File: src/rtl/lcd_pkg.sv
// Shared ILI9341 definitions: opcodes, scheduler states, bus byte payload and window preamble table.
package lcd_pkg;

  localparam logic [7:0] OP_CASET = 8'h2A;
  localparam logic [7:0] OP_PASET = 8'h2B;
  localparam logic [7:0] OP_RAMWR = 8'h2C;

  localparam int unsigned DEFAULT_COL_END  = 239;
  localparam int unsigned DEFAULT_PAGE_END = 319;
  localparam int unsigned WIN_BYTES        = 11;

  typedef enum logic [2:0] {
    ST_IDLE,
    ST_CMD,
    ST_ARM,
    ST_WIN,
    ST_PIXEL
  } state_t;

  typedef struct packed {
    logic       rs;
    logic [7:0] data;
  } bus_byte_t;

  // Window preamble: CASET 0..col_end, PASET 0..page_end, RAMWR
  function automatic bus_byte_t win_byte(input logic [3:0]  idx,
                                         input logic [15:0] col_end,
                                         input logic [15:0] page_end);
    bus_byte_t b;
    b.rs   = 1'b1;
    b.data = 8'h00;
    case (idx)
      4'd0:    begin b.rs = 1'b0; b.data = OP_CASET; end
      4'd3:    b.data = col_end[15:8];
      4'd4:    b.data = col_end[7:0];
      4'd5:    begin b.rs = 1'b0; b.data = OP_PASET; end
      4'd8:    b.data = page_end[15:8];
      4'd9:    b.data = page_end[7:0];
      4'd10:   begin b.rs = 1'b0; b.data = OP_RAMWR; end
      default: ;
    endcase
    return b;
  endfunction

endpackage

File: src/rtl/lcd_fmark_sync.sv
// Synchronizes the panel tearing-effect mark and produces a one-cycle rising-edge pulse.
module lcd_fmark_sync #(
  parameter int unsigned STAGES = 2
) (
  input  logic i_clk,
  input  logic i_reset,
  input  logic i_fmark,
  output logic o_rise
);

  logic [STAGES-1:0] sync_q;
  logic              prev_q;

  always_ff @(posedge i_clk) begin
    if (i_reset) begin
      sync_q <= '0;
      prev_q <= 1'b0;
    end else begin
      sync_q <= {sync_q[STAGES-2:0], i_fmark};
      prev_q <= sync_q[STAGES-1];
    end
  end

  assign o_rise = sync_q[STAGES-1] & ~prev_q;

endmodule

File: src/rtl/lcd_frame_scheduler.sv
// Frame scheduler for an 8080 LCD byte writer: TE-synced window preamble plus RGB565 pixel
// stream, with host command pass-through between frames.
module lcd_frame_scheduler
  import lcd_pkg::*;
#(
  parameter int unsigned COL_END    = DEFAULT_COL_END,
  parameter int unsigned PAGE_END   = DEFAULT_PAGE_END,
  parameter int unsigned FMARK_SYNC = 2
) (
  input  logic        i_clk,
  input  logic        i_reset,
  input  logic        i_enable,
  input  logic        i_lcd_fmark,
  input  logic        i_cmd_valid,
  input  logic        i_cmd_rs,
  input  logic [7:0]  i_cmd_data,
  output logic        o_cmd_ready,
  input  logic        i_px_valid,
  input  logic [15:0] i_px_data,
  output logic        o_px_ready,
  output logic        o_bus_valid,
  output logic        o_bus_rs,
  output logic [7:0]  o_bus_data,
  input  logic        i_bus_ready,
  output logic        o_frame_start,
  output logic        o_frame_done,
  output logic        o_tear_miss
);

  localparam int unsigned NPIX = (COL_END + 1) * (PAGE_END + 1);
  localparam int unsigned PXW  = (NPIX > 1) ? $clog2(NPIX) : 1;
  localparam logic [PXW-1:0] PX_LAST  = PXW'(NPIX - 1);
  localparam logic [15:0]    COL_W    = 16'(COL_END);
  localparam logic [15:0]    PAGE_W   = 16'(PAGE_END);
  localparam logic [3:0]     WIN_LAST = 4'(WIN_BYTES - 1);

  state_t          state, state_n;
  logic [3:0]      win_idx, win_idx_n;
  logic [PXW-1:0]  px_cnt, px_cnt_n;
  logic            px_all, px_all_n;
  logic            lo_pend, lo_pend_n;
  logic [7:0]      px_lo, px_lo_n;
  logic            first_px, first_px_n;
  bus_byte_t       bus_q, bus_n;
  logic            bus_valid_n;
  logic            frame_start_n, frame_done_n, tear_miss_n;
  logic            cmd_ready_c, px_ready_c;
  logic            fm_rise, xfer, bus_free;

  lcd_fmark_sync #(.STAGES(FMARK_SYNC)) u_fmark_sync (
    .i_clk   (i_clk),
    .i_reset (i_reset),
    .i_fmark (i_lcd_fmark),
    .o_rise  (fm_rise)
  );

  assign xfer     = o_bus_valid & i_bus_ready;
  assign bus_free = ~o_bus_valid | i_bus_ready;

  // Next-state and next-output logic; bus payload only changes when the slot is free
  always_comb begin
    state_n       = state;
    win_idx_n     = win_idx;
    px_cnt_n      = px_cnt;
    px_all_n      = px_all;
    lo_pend_n     = lo_pend;
    px_lo_n       = px_lo;
    first_px_n    = first_px;
    bus_n         = bus_q;
    bus_valid_n   = o_bus_valid;
    frame_start_n = 1'b0;
    frame_done_n  = 1'b0;
    tear_miss_n   = o_tear_miss | (fm_rise & ((state == ST_WIN) | (state == ST_PIXEL)));
    cmd_ready_c   = 1'b0;
    px_ready_c    = 1'b0;

    case (state)
      ST_IDLE: begin
        if (i_cmd_valid) begin
          state_n     = ST_CMD;
          bus_valid_n = 1'b1;
          bus_n.rs    = i_cmd_rs;
          bus_n.data  = i_cmd_data;
        end else if (i_enable) begin
          state_n = ST_ARM;
        end
      end
      ST_CMD: begin
        cmd_ready_c = xfer;
        if (xfer) begin
          state_n     = ST_IDLE;
          bus_valid_n = 1'b0;
        end
      end
      ST_ARM: begin
        if (!i_enable) begin
          state_n = ST_IDLE;
        end else if (fm_rise) begin
          state_n     = ST_WIN;
          win_idx_n   = 4'd0;
          bus_valid_n = 1'b1;
          bus_n       = win_byte(4'd0, COL_W, PAGE_W);
        end
      end
      ST_WIN: begin
        if (xfer) begin
          if (win_idx == WIN_LAST) begin
            state_n     = ST_PIXEL;
            bus_valid_n = 1'b0;
            px_cnt_n    = '0;
            px_all_n    = 1'b0;
            lo_pend_n   = 1'b0;
            first_px_n  = 1'b1;
          end else begin
            win_idx_n = win_idx + 4'd1;
            bus_n     = win_byte(win_idx + 4'd1, COL_W, PAGE_W);
          end
        end
      end
      ST_PIXEL: begin
        if (xfer && first_px) begin
          frame_start_n = 1'b1;
          first_px_n    = 1'b0;
        end
        if (xfer && px_all && !lo_pend) begin
          state_n      = ST_IDLE;
          bus_valid_n  = 1'b0;
          frame_done_n = 1'b1;
        end else if (bus_free) begin
          // Low byte of the latched pixel goes first; otherwise fetch the next pixel
          if (lo_pend) begin
            bus_valid_n = 1'b1;
            bus_n.rs    = 1'b1;
            bus_n.data  = px_lo;
            lo_pend_n   = 1'b0;
          end else if (!px_all && i_px_valid) begin
            px_ready_c  = 1'b1;
            bus_valid_n = 1'b1;
            bus_n.rs    = 1'b1;
            bus_n.data  = i_px_data[15:8];
            px_lo_n     = i_px_data[7:0];
            lo_pend_n   = 1'b1;
            if (px_cnt == PX_LAST) begin
              px_all_n = 1'b1;
            end else begin
              px_cnt_n = px_cnt + PXW'(1);
            end
          end else begin
            bus_valid_n = 1'b0;
          end
        end
      end
      default: state_n = ST_IDLE;
    endcase
  end

  always_ff @(posedge i_clk) begin
    if (i_reset) begin
      state         <= ST_IDLE;
      win_idx       <= 4'd0;
      px_cnt        <= '0;
      px_all        <= 1'b0;
      lo_pend       <= 1'b0;
      px_lo         <= 8'h00;
      first_px      <= 1'b0;
      bus_q         <= '{rs: 1'b1, data: 8'h00};
      o_bus_valid   <= 1'b0;
      o_frame_start <= 1'b0;
      o_frame_done  <= 1'b0;
      o_tear_miss   <= 1'b0;
    end else begin
      state         <= state_n;
      win_idx       <= win_idx_n;
      px_cnt        <= px_cnt_n;
      px_all        <= px_all_n;
      lo_pend       <= lo_pend_n;
      px_lo         <= px_lo_n;
      first_px      <= first_px_n;
      bus_q         <= bus_n;
      o_bus_valid   <= bus_valid_n;
      o_frame_start <= frame_start_n;
      o_frame_done  <= frame_done_n;
      o_tear_miss   <= tear_miss_n;
    end
  end

  assign o_bus_rs    = bus_q.rs;
  assign o_bus_data  = bus_q.data;
  assign o_cmd_ready = cmd_ready_c & ~i_reset;
  assign o_px_ready  = px_ready_c & ~i_reset;

endmodule

File: config.mk
export PLATFORM = sky130hd
export DESIGN_NAME = lcd_frame_scheduler
export DESIGN_NICKNAME = d
export VERILOG_FILES = /design/src/rtl/lcd_pkg.sv /design/src/rtl/lcd_fmark_sync.sv /design/src/rtl/lcd_frame_scheduler.sv
export SDC_FILE = /design/constraint.sdc
export NUM_CORES = 1
export LEC_CHECK = 0
export CAP_MARGIN = 10
export CORE_MARGIN = 2
export CORE_UTILIZATION = 40
export DETAILED_ROUTE_END_ITERATION = 8
export SETUP_SLACK_MARGIN = 0.02
export SKIP_LAST_GASP = 1
export SLEW_MARGIN = 20
export SYNTH_ARGS = -nofsm -noshare
export SYNTH_HDL_FRONTEND = slang
export SYNTH_SLANG_ARGS = --single-unit
File: constraint.sdc
create_clock -name i_clk -period 3.15 [get_ports i_clk]
set_input_delay 0.945 -clock i_clk [delete_from_list [all_inputs] [get_ports i_clk]]
set_output_delay 0.945 -clock i_clk [all_outputs]
set_load 0.02 [all_outputs]
==> impl_metrics.tcl, run 1 <==
set metrics [dict create \
    status "complete, no violations" \
    required_ps 2200 \
    p_leak_nw 1.32 \
    synthCells 338 \
    grt_pass1_vias 2448 \
    fin_setup_tns_ps 0 \
    diodes 0 \
    antenna_found_initial 0 \
    drive_above_1_share_pct 11.2 \
    clk_path_buf_depth 2 \
    final_net_count 430 \
    hold_violations 0 \
    max_freq_mhz 329 \
    regToRegStartpoint "win_idx[0]$_SDFFE_PP0P_" \
    mostFrequentLayoutCells "dfxtp_1 (51), clkdlybuf4s50_1 (43), nor2_1 (34)" \
    cts.htree.levels 2 \
    r2r_slack_ps 900 \
    crit_chain "clkdlybuf4s50_1, buf_4, nand2_1, nor4_2, buf_4" \
    wire_per_inst_um 15.1 \
    synth-seq-cells 51 \
    via_count 2693 \
    rsz0062_at_grt "no" \
    synth_flop_cell "dfxtp_1" \
    ir_drop_mv 0.236 \
    fp.dieW_um 88.5 \
    dieArea_um2 7840 \
    grt_first_pass_wirelength_um 12200 \
    std_cell_rows 30 \
    top_usage_layer "met1" \
    cp_common_cell "buf_4" \
    start_kind "input port" \
    cts_sinks 51 \
    slew_headroom_pct 55.1 \
    slowest_delay_ps 490 \
    cts_tree "built" \
    met3_usage_pct 3.08 \
    drv_slew 0 \
    crit_buf_inv 3 \
    ys_async_sr_fraction_pct 0 \
    wirelength_um 7400 \
    io_pins 47 \
    use_met1_pct 31.1 \
    drv_cap 0 \
    dr.pass1.iters 4 \
    p_per_area_nw_per_um2 512 \
    crit_path_end_kind "output pin" \
    globalplace.congestion 0.855 \
    finClkSkew_ps 10.0 \
    ant_nets 0 \
    ys_warn_count 0 \
    drt_iter0_markers 165 \
    grt-ovfl-total 0 \
    min_to "u_fmark_sync.sync_q[1]$_SDFF_PP0_" \
    mostFrequentLayoutCell "dfxtp_1" \
    grt_max_degree 39 \
    chipHeight_um 88.5 \
    cts_root_buffer "clkbuf_8" \
    place_hpwl_um 5390 \
    synth_area_um2 2860 \
    hold_depth 1 \
    cts_buffers 5 \
    dp_slack_ps -813 \
    crit_family "buffers and inverters" \
    clkTransAtPathRegs_ps 100 \
    portBuffers 46 \
    synth_nets 376 \
    worst-path-stages 5 \
    final-setup-viol-count 0 \
    grt.met2_usage_pct 28.2 \
    initial_utilization_pct 41.6 \
    rr_endpoint "px_cnt[9]$_SDFFE_PP0P_" \
    min_period_over_period_pct 96.4 \
    grt_usage_pct 19.9 \
    crit_slowest_cell "clkdlybuf4s50_1" \
    area_delta_synth_final_pct 28.8 \
    routed_via_density 5.51 \
    min_from "u_fmark_sync.sync_q[0]$_SDFF_PP0_" \
    core_area_um2 6870 \
    period_minus_slack_ps 3040 \
    arrival_ps 2090 \
    worstSetupPathType "input port to output pin" \
    finalWorstSetupSlack_ps 113 \
    dpl.cell_count 481 \
    worstPathMaxFanout 5 \
    clkLatencyLatePin_ps 310 \
    ys_seq_area_share_pct 35.7 \
    rr_worst_depth 7 \
    fin_cells 489 \
    ctsHoldBuffers 0 \
    fillCellCount 648 \
    worst_pin_slew_ps 674 \
    hold_class "flip-flop to flip-flop" \
    avgSynthCellArea_um2 8.45 \
    synth_edf_count 0 \
    drc 0 \
    synth_cell_types 57 \
]
-- state kept, by name, indices dropped and copies added, names as in the netlist --
name                 count
o_frame_start            1
o_tear_miss              1
px_cnt                  17
u_fmark_sync.sync_q      2
o_bus_data               8
first_px                 1
state                    3
lo_pend                  1
o_bus_rs                 1
win_idx                  4
o_bus_valid              1
o_frame_done             1
px_all                   1
px_lo                    8
u_fmark_sync.prev_q      1
-- metal layers --
layer	share of wire (%)	wire [um]	vias to the layer above
li1	-	-	1354
met1	51	3780	1271
met2	43	3200	63
met3	4.8	358	5
met4	0.88	65	0
met5	0	0	-
-- Yosys cell counts (all sizes together) (6+ instances only) --
cell | n | area (um2)
o31ai | 8 | 60.1
nand2 | 14 | 52.6
nor3b | 6 | 50.1
a31oi | 6 | 37.5
xor2 | 9 | 78.8
or4 | 6 | 45.0
dfxtp | 51 | 1020
nand4 | 7 | 43.8
nand2b | 8 | 50.1
clkbuf | 15 | 56.3
a311oi | 6 | 52.6
nor2 | 35 | 131
o21ai | 13 | 65.1
nor2b | 9 | 56.3
buf | 7 | 38.8
ha | 6 | 75.1
mux2i | 19 | 190
nand3 | 15 | 75.1
inv | 6 | 22.5
a21oi | 31 | 155
-- worst register-to-register path: cells and delay by family, from the launching register on --
kind | cells | cell delay [ps]
buf+inv | 1 | 140
simple gates | 2 | 750
flops | 1 | 390
compound gates | 3 | 750
fa+ha+maj | 1 | 160
-- kinds of logic (layout without fill, tap and decap cells) --
family          Yosys count  count (layout)  share of synthesized area, %
compound gates           87              87                          20.6
mux                      19              19                          6.65
xor+xnor                 14              14                          4.29
simple gates            133             133                          26.0
buf+inv                  28              83                          4.12
fa+ha+maj                 6               6                          2.63
flops                    51              51                          35.7
-- where the power goes --
| part | switching (mW) | internal (mW) | total [mW] |
|---|---|---|---|
| sequential | 0.0383 | 0.702 | 0.740 |
| clock | 0.233 | 0.317 | 0.550 |
| combinational | 0.327 | 0.266 | 0.593 |
-- what timing repair did --
item                                    in CTS  in global routing
pin swaps                                    1                  1
buffers inserted                             0                  0
gates resized for setup                     16                  3
endpoints found under the setup margin       2                  2
-- final cells by class --
cell class	count	area (um2)	area share (%)
multi-input cells	259	1740	47.3
well taps	96	120	3.26
repair buffers	69	639	17.4
inverters	6	22.5	0.612
clock buffers	5	68.8	1.87
flip-flops and latches	51	1020	27.7
clock inverters	3	67.6	1.84
-- worst max path at each step --
stage,start,slack [ps],to
after floorplan,i_px_valid,30,o_px_ready
after global placement,i_px_valid,-800,o_px_ready
after detailed placement,i_px_valid,-810,o_px_ready
after CTS,i_px_valid,20,o_px_ready
after global routing,i_bus_ready,20,o_cmd_ready
final,i_bus_ready,110,o_cmd_ready
-- per-stage QoR --
step           hold slack, ps  utilization, %  area [um2]  power [mW]
2_1_floorplan             414               -        2860        1.09
3_3_place_gp              426            51.4        3530        1.34
3_5_place_dp              429            51.4        3530        1.34
4_1_cts                   452            53.6        3680        1.89
5_1_grt                   462            53.6        3680        1.99
6_report                  450            53.6        3680        1.88
Power figures use the tool's default switching activity.
==> run 2: changes to the inputs <==
--- a/config.mk
+++ b/config.mk
@@ -10,6 +10,7 @@
 export CORE_UTILIZATION = 40
 export DETAILED_ROUTE_END_ITERATION = 8
 export SETUP_SLACK_MARGIN = 0.02
+export SKIP_CTS_REPAIR_TIMING = 1
 export SKIP_LAST_GASP = 1
 export SLEW_MARGIN = 20
 export SYNTH_ARGS = -nofsm -noshare
==> impl_metrics.tcl, run 2 (synthesis results as in run 1) <==
set metrics [dict create \
    intPower_mw 1.29 \
    p_sw_mw 0.597 \
    status "complete, no violations" \
    hold_violations 0 \
    cts_buffers 5 \
    std_cell_rows 30 \
    core_area_um2 6870 \
    p_per_area_nw_per_um2 511 \
    drt_iter0_markers 149 \
    min_from "u_fmark_sync.sync_q[0]$_SDFF_PP0_" \
    crit_start "i_bus_ready" \
    ir_drop_mv 0.235 \
    hold_depth 1 \
    ant_nets 0 \
    min_period_over_period_pct 96.3 \
    mostFrequentLayoutCells "dfxtp_1 (51), clkdlybuf4s50_1 (43), nor2_1 (34)" \
    fin_cells 489 \
    regToRegStartpoint "win_idx[0]$_SDFFE_PP0P_" \
    p_clk_share_pct 29.1 \
    via_count 2682 \
    antenna_found_initial 0 \
    area_delta_synth_final_pct 29.0 \
    grt_first_pass_wirelength_um 12200 \
    dp_slack_ps -813 \
    initial_utilization_pct 41.6 \
    portBuffers 46 \
    rr_endpoint "px_cnt[9]$_SDFFE_PP0P_" \
    clkLatencyLatePin_ps 310 \
    diodes 0 \
    drc 0 \
    slowest_delay_ps 490 \
    period_minus_slack_ps 3030 \
    globalplace.congestion 0.855 \
    rr_worst_depth 7 \
    power.total_mw 1.88 \
    worstSetupPathType "input port to output pin" \
    r2r_slack_ps 890 \
    mostFrequentLayoutCell "dfxtp_1" \
    clk_path_buf_depth 2 \
    finalWorstSetupSlack_ps 116 \
    wirelength_um 7390 \
    grt_max_degree 39 \
    p_comb_share_pct 31.5 \
    fp.dieW_um 88.5 \
    multiInputGateArea_um2 1740 \
    cts_root_buffer "clkbuf_8" \
    hold_class "flip-flop to flip-flop" \
    dr.pass1.iters 4 \
    switching_share_pct 31.7 \
    grt_pass1_vias 2442 \
    final_net_count 430 \
    p_leak_nw 1.33 \
    worst_pin_slew_ps 667 \
    grt_usage_pct 19.8 \
    arrival_ps 2090 \
    grt-ovfl-total 0 \
    drv_slew 0 \
    slew_headroom_pct 55.5 \
    power.share.sequential_pct 39.3 \
    io_pins 47 \
    fin_util_pct 53.7 \
    rsz0062_at_grt "no" \
    crit_chain "clkdlybuf4s50_1, nor2b_1, or3_4, nor2_4, buf_6" \
    chipHeight_um 88.5 \
    fillCellCount 646 \
    final-setup-viol-count 0 \
    largest-register "px_cnt" \
    crit_slowest_cell "clkdlybuf4s50_1" \
    worstPathMaxFanout 2 \
    max_freq_mhz 330 \
    routed_via_density 5.48 \
    crit_path_end_kind "output pin" \
    wire_per_inst_um 15.1 \
    drive_above_1_share_pct 10.9 \
    dieArea_um2 7840 \
    cts_tree "built" \
    final-seq-area_um2 1020 \
    dpl.cell_count 481 \
    largest_register_ffs 17 \
    cts.htree.levels 2 \
    min_to "u_fmark_sync.sync_q[1]$_SDFF_PP0_" \
    required_ps 2200 \
    drv_cap 0 \
    cts_sinks 51 \
    clkTransAtPathRegs_ps 100 \
    place_hpwl_um 5390 \
    finClkSkew_ps 9.58 \
    start_kind "input port" \
]
run 2: cell count changes in the layout (fill, tap and decap cells not counted):
| cell | before | now |
|---|---|---|
| dlymetal6s2s_1 | 0 | 1 |
| clkbuf_2 | 1 | 0 |
run 2: stage by stage:
step	TNS [ps]	hold WS, ps	cell area [um2]
floorplan	0	414	2860
global placement	-1170	426	3530
detailed placement	-1260	429	3530
CTS	-1240	452	3670
global route	0	462	3690
finish	0	450	3690
run 2: worst max path at each step:
stage,to,slack (ps),cells past startpoint
after floorplan,o_px_ready,30,4
after global placement,o_px_ready,-800,5
after detailed placement,o_px_ready,-810,5
after CTS,o_px_ready,-830,5
after global routing,o_cmd_ready,20,5
final,o_px_ready,120,5
run 2: per-layer routing:
metal | GRT usage (%) | vias up | part of all wire, %
li1 | - | 1354 | -
met1 | 31.1 | 1257 | 51
met2 | 28.0 | 64 | 43
met3 | 3.08 | 7 | 4.7
met4 | 5.23 | 0 | 0.95
met5 | 0 | - | 0
run 2: cell type report:
| class | count | area share, % |
|---|---|---|
| timing repair buffer | 69 | 17.5 |
| inverter | 6 | 0.611 |
| clock buffer | 5 | 1.87 |
| tap | 96 | 3.26 |
| sequential | 51 | 27.7 |
| clock inverter | 3 | 1.83 |
| multi-input combinational | 259 | 47.2 |
run 2: worst max-delay path, delay by kind of cell:
kind                   cells  cell delay [ps]
buffers and inverters      2              610
and+or+nand+nor            3              520
run 2: power groups by stage:
stage	sequential, mW	clock, mW	combinational [mW]
global placement	0.753	0	0.586
detailed placement	0.755	0	0.586
floorplan	0.798	0	0.296
global route	0.749	0.590	0.647
CTS	0.740	0.559	0.587
finish	0.740	0.549	0.594
==> run 3: changes to the inputs <==
--- a/config.mk
+++ b/config.mk
@@ -9,6 +9,7 @@
 export CORE_MARGIN = 2
 export CORE_UTILIZATION = 40
 export DETAILED_ROUTE_END_ITERATION = 8
+export MAX_ROUTING_LAYER = met4
 export SETUP_SLACK_MARGIN = 0.02
 export SKIP_CTS_REPAIR_TIMING = 1
 export SKIP_LAST_GASP = 1
==> impl_metrics.tcl, run 3 (synthesis results as in run 1) <==
set metrics [dict create \
    status "complete, no violations" \
    hold_violations 0 \
    worstSetupPathType "input port to output pin" \
    crit_buf_inv 2 \
    arrival_ps 2090 \
    largest-register "px_cnt" \
    slew_headroom_pct 55.1 \
    hold_class "flip-flop to flip-flop" \
    cts_tree "built" \
    mostFrequentLayoutCells "dfxtp_1 (51), clkdlybuf4s50_1 (43), nor2_1 (34)" \
    antenna_found_initial 0 \
    dpl.cell_count 481 \
    worst_pin_slew_ps 674 \
    chipHeight_um 88.5 \
    final_net_count 430 \
    area_delta_synth_final_pct 29.0 \
    drv_slew 0 \
    drive_above_1_share_pct 10.9 \
    clk_path_buf_depth 2 \
    grt-ovfl-total 0 \
    drv_cap 0 \
    dieArea_um2 7840 \
    start_kind "input port" \
    via_count 2695 \
    diodes 0 \
    largest_register_ffs 17 \
    routed_via_density 5.51 \
    final_area_um2 3690 \
    finClkSkew_ps 8.18 \
    final-seq-area_um2 1020 \
    p_leak_nw 1.33 \
    crit_chain "clkdlybuf4s50_1, nor2b_1, or3_4, nor2_4, buf_6" \
    min_period_over_period_pct 96.3 \
    io_pins 47 \
    dr.pass1.iters 4 \
    crit_family "buffers and inverters" \
    place_hpwl_um 5390 \
    final-setup-viol-count 0 \
    cts_buffers 5 \
    core_area_um2 6870 \
    fin_cells 489 \
    required_ps 2200 \
    grt_usage_pct 20.5 \
    p_per_area_nw_per_um2 511 \
    multiInputGateArea_um2 1740 \
    drc 0 \
    ant_nets 0 \
    cts_root_buffer "clkbuf_8" \
    grt_first_pass_wirelength_um 12200 \
    power.total_mw 1.88 \
    globalplace.congestion 0.869 \
    grt_pass1_vias 2437 \
    portBuffers 46 \
    wire_per_inst_um 15.0 \
    mostFrequentLayoutCell "dfxtp_1" \
    cts.htree.levels 2 \
    wirelength_um 7360 \
    max_freq_mhz 330 \
    crit_slowest_cell "clkdlybuf4s50_1" \
    placed_cell_area_um2 3530 \
    ir_drop_mv 0.235 \
    drt_iter0_markers 169 \
    rsz0062_at_grt "no" \
    slowest_delay_ps 490 \
    crit_path_end_kind "output pin" \
    fin_setup_tns_ps 0 \
    cts_sinks 51 \
    clkLatencyLatePin_ps 310 \
    period_minus_slack_ps 3030 \
    initial_utilization_pct 41.6 \
    fillCellCount 646 \
    worstPathMaxFanout 2 \
    grt_max_degree 39 \
    std_cell_rows 30 \
    fp.dieW_um 88.5 \
    clkTransAtPathRegs_ps 100 \
]
-- run 3: worst paths after layout --
path / start / endpoint / slack [ps] / cells after the start
hold reg to reg: u_fmark_sync.sync_q[0]$_SDFF_PP0_ / u_fmark_sync.sync_q[1]$_SDFF_PP0_ / 450 / 1
setup reg to reg: win_idx[0]$_SDFFE_PP0P_ / o_bus_data[1]$_SDFFE_PP0P_ / 900 / 7
hold / removal: u_fmark_sync.sync_q[0]$_SDFF_PP0_ / u_fmark_sync.sync_q[1]$_SDFF_PP0_ / 450 / 1
setup / recovery: i_bus_ready / o_px_ready / 120 / 5
-- run 3: metrics by stage --
stage                     utilization (%)  hold WS [ps]  setup slack [ps]
after global routing                 53.7           462              23.1
after detailed placement             51.4           429              -813
after floorplan                         -           414              32.9
final                                53.7           450               117
after global placement               51.4           426              -805
after CTS                            53.4           452              -825
-- run 3: cell type report --
| type | instances | share of cell area, % |
|---|---|---|
| timing repair buffer | 69 | 17.5 |
| sequential | 51 | 27.7 |
| tap | 96 | 3.26 |
| clock buffer | 5 | 1.87 |
| clock inverter | 3 | 1.83 |
| multi-input combinational | 259 | 47.2 |
| inverter | 6 | 0.611 |
-- run 3: per-layer routing --
metal	global-route usage (%)	routed length (um)
met2	28.0	3150
met3	3.08	441
met4	5.23	65
met5	-	0
met1	31.2	3700
-- run 3: power by group --
part | total (mW) | leakage (nW) | internal [mW] | switching (mW)
clock | 0.549 | 0.0644 | 0.317 | 0.232
combinational | 0.594 | 0.848 | 0.266 | 0.327
sequential | 0.740 | 0.414 | 0.702 | 0.0382
==> RTL edit (settings of run 3) <==
Change the package constant `DEFAULT_PAGE_END` from 319 to 1276.
--- a/src/rtl/lcd_pkg.sv
+++ b/src/rtl/lcd_pkg.sv
@@ -7,5 +7,5 @@
 
   localparam int unsigned DEFAULT_COL_END  = 239;
-  localparam int unsigned DEFAULT_PAGE_END = 319;
+  localparam int unsigned DEFAULT_PAGE_END = 1276;
   localparam int unsigned WIN_BYTES        = 11;
 
Check against the original RTL: same outputs for any inputs over 10 cycles, from zero or initial values and one cycle with i_reset high; that may be too few to reach the edited logic, so the function may still have changed.
==> RTL edit against run 3 <==
  * Sequential cell count up 2
  * Maximum frequency down 3.0%
  * Critical path type unchanged
  * Final area up 2.3%
  * Global-route usage down 1.1 points
  * Via count up 0.74%
  * Routed wire length up 2.1%
  * Power down 13%
  * Die area up 4.4%
  * Clock power down 9.8%
  * Worst setup slack worse by 94 ps
  * Worst hold slack worse by 4.7 ps
  * Area after synthesis up 4.6%
  * Count of clock-buffer cells in the layout up 1
==> RTL edit: results <==
[synthesis]
synth_xor_area_share_pct = 5.27
synth_fp_nets = 400
ys_types = 58
synthCells = 362
synthTopCellsByArea = dfxtp_1 35%, nor2_1 7.2%, mux2i_1 6.4%, a21oi_1 3.5%, nand2_1 2.9%
yosysWarningCount = 0
async_flop_share_pct = 0
yosys_most_used_dff = dfxtp_1
synth_fa_ha_area_share_pct = 2.51
synth_common_cells = 57 x nor2_1, 53 x dfxtp_1, 23 x nand2_1
ys_seq_area_share_pct = 35.5
synth_compound_area_share_pct = 13.1
synthMuxAreaShare_pct = 7.49

[timing]
finClkSkew_ps = 8.21
worstMarginPinSlew_ps = 597
setup_tns_ps = 0

[clock_tree]
htreeDepth = 2
path_clk_slew_ps = 100
cts_max_path_buffers = 2
root_buffer = clkbuf_8
insertion_delay_ps = 310
cts_buffers = 5

[global_route]
grt_pass1_wl_mm = 12.7
grt_usage_pct = 19.4
antenna_found_initial = 0
grt_max_degree = 28
first_global_vias = 2613

[layout]
layout-drive-gt1-share_pct = 10.3
final_nets = 453
antenna_cells = 0
top_register = px_cnt
largest_reg_flops = 19

[placement]
place_area_mm2 = 0.00365
post-dp-hpwl_mm = 5.79
dp.cells = 507
io_buffers = 46
gp_congestion = 0.829

[setup_path]
path_max_fanout = 2
reg2reg_slack_ps = 910
cp.arrival_ps = 2180

[outcome]
status = complete, no violations

[drt]
vias = 2715
wirelength_mm = 7.51
first_pass_iters = 4
drt-initial-drc-count = 70
wire_per_inst_um = 14.6

[power]
switching_share_pct = 28.8
peakVddDrop_v = 0.000288
p_leak_nw = 1.47

[min_path]
hold_class = flip-flop to flip-flop
RTL edit: per-layer routing:
metal  GRT usage [%]  routed length, um  up-vias
met5               -                  0        -
met4            3.85                 42        0
met3            3.01                164        4
met2            33.5               3720       34
met1            24.1               3580     1281
li1                -                  -     1396
RTL edit: worst paths after layout:
kind / endpoint / from / cells past startpoint
setup reg to reg: px_cnt[15] / px_cnt[6] / 6
hold reg to reg: u_fmark_sync.sync_q[1] / u_fmark_sync.sync_q[0] / 1
setup / recovery: o_px_ready / i_px_valid / 5
hold / removal: u_fmark_sync.sync_q[1] / u_fmark_sync.sync_q[0] / 1
RTL edit: metrics by stage:
| stage | hold WS [ps] | setup slack [ps] | power [W] |
|---|---|---|---|
| 5_1_grt | 465 | -49.1 | 0.00172 |
| 3_5_place_dp | 428 | -386 | 0.00117 |
| 3_3_place_gp | 427 | -374 | 0.00116 |
| 6_report | 445 | 22.5 | 0.00164 |
| 4_1_cts | 453 | -397 | 0.00167 |
| 2_1_floorplan | 414 | 158 | 0.000992 |
RTL edit: power by group through the flow:
stage	sequential (W)	clock, W	combinational [W]
final	0.000737	0.000495	0.000413
after global routing	0.000742	0.000537	0.000445
after CTS	0.000738	0.000515	0.000416
after detailed placement	0.000754	0	0.000415
after global placement	0.000753	0	0.000411
after floorplan	0.000784	0	0.000209
RTL edit: final cells by class:
| cell class | instances | area [um2] |
|---|---|---|
| fill | 720 | 3480 |
| timing repair buffer | 68 | 631 |
| sequential | 53 | 1060 |
| clock buffer | 6 | 82.6 |
| clock inverter | 2 | 37.5 |
| multi-input combinational | 281 | 1810 |
| inverter | 6 | 22.5 |
| tap | 99 | 124 |
RTL edit: critical path: stages:
cell and delay (ps):
clkdlybuf4s50_1 480, nor3b_1 250, nand3_1 130, nor2_1 90, dlymetal6s2s_1 280
RTL edit: kinds of logic after synthesis:
family / after synthesis
flip-flops: 53
multiplexers: 22
XOR/XNOR: 18
buffers and inverters: 28
AND/OR/NAND/NOR: 178
AO/OA/AOI/OAI: 57
adder cells (fa/ha/maj): 6
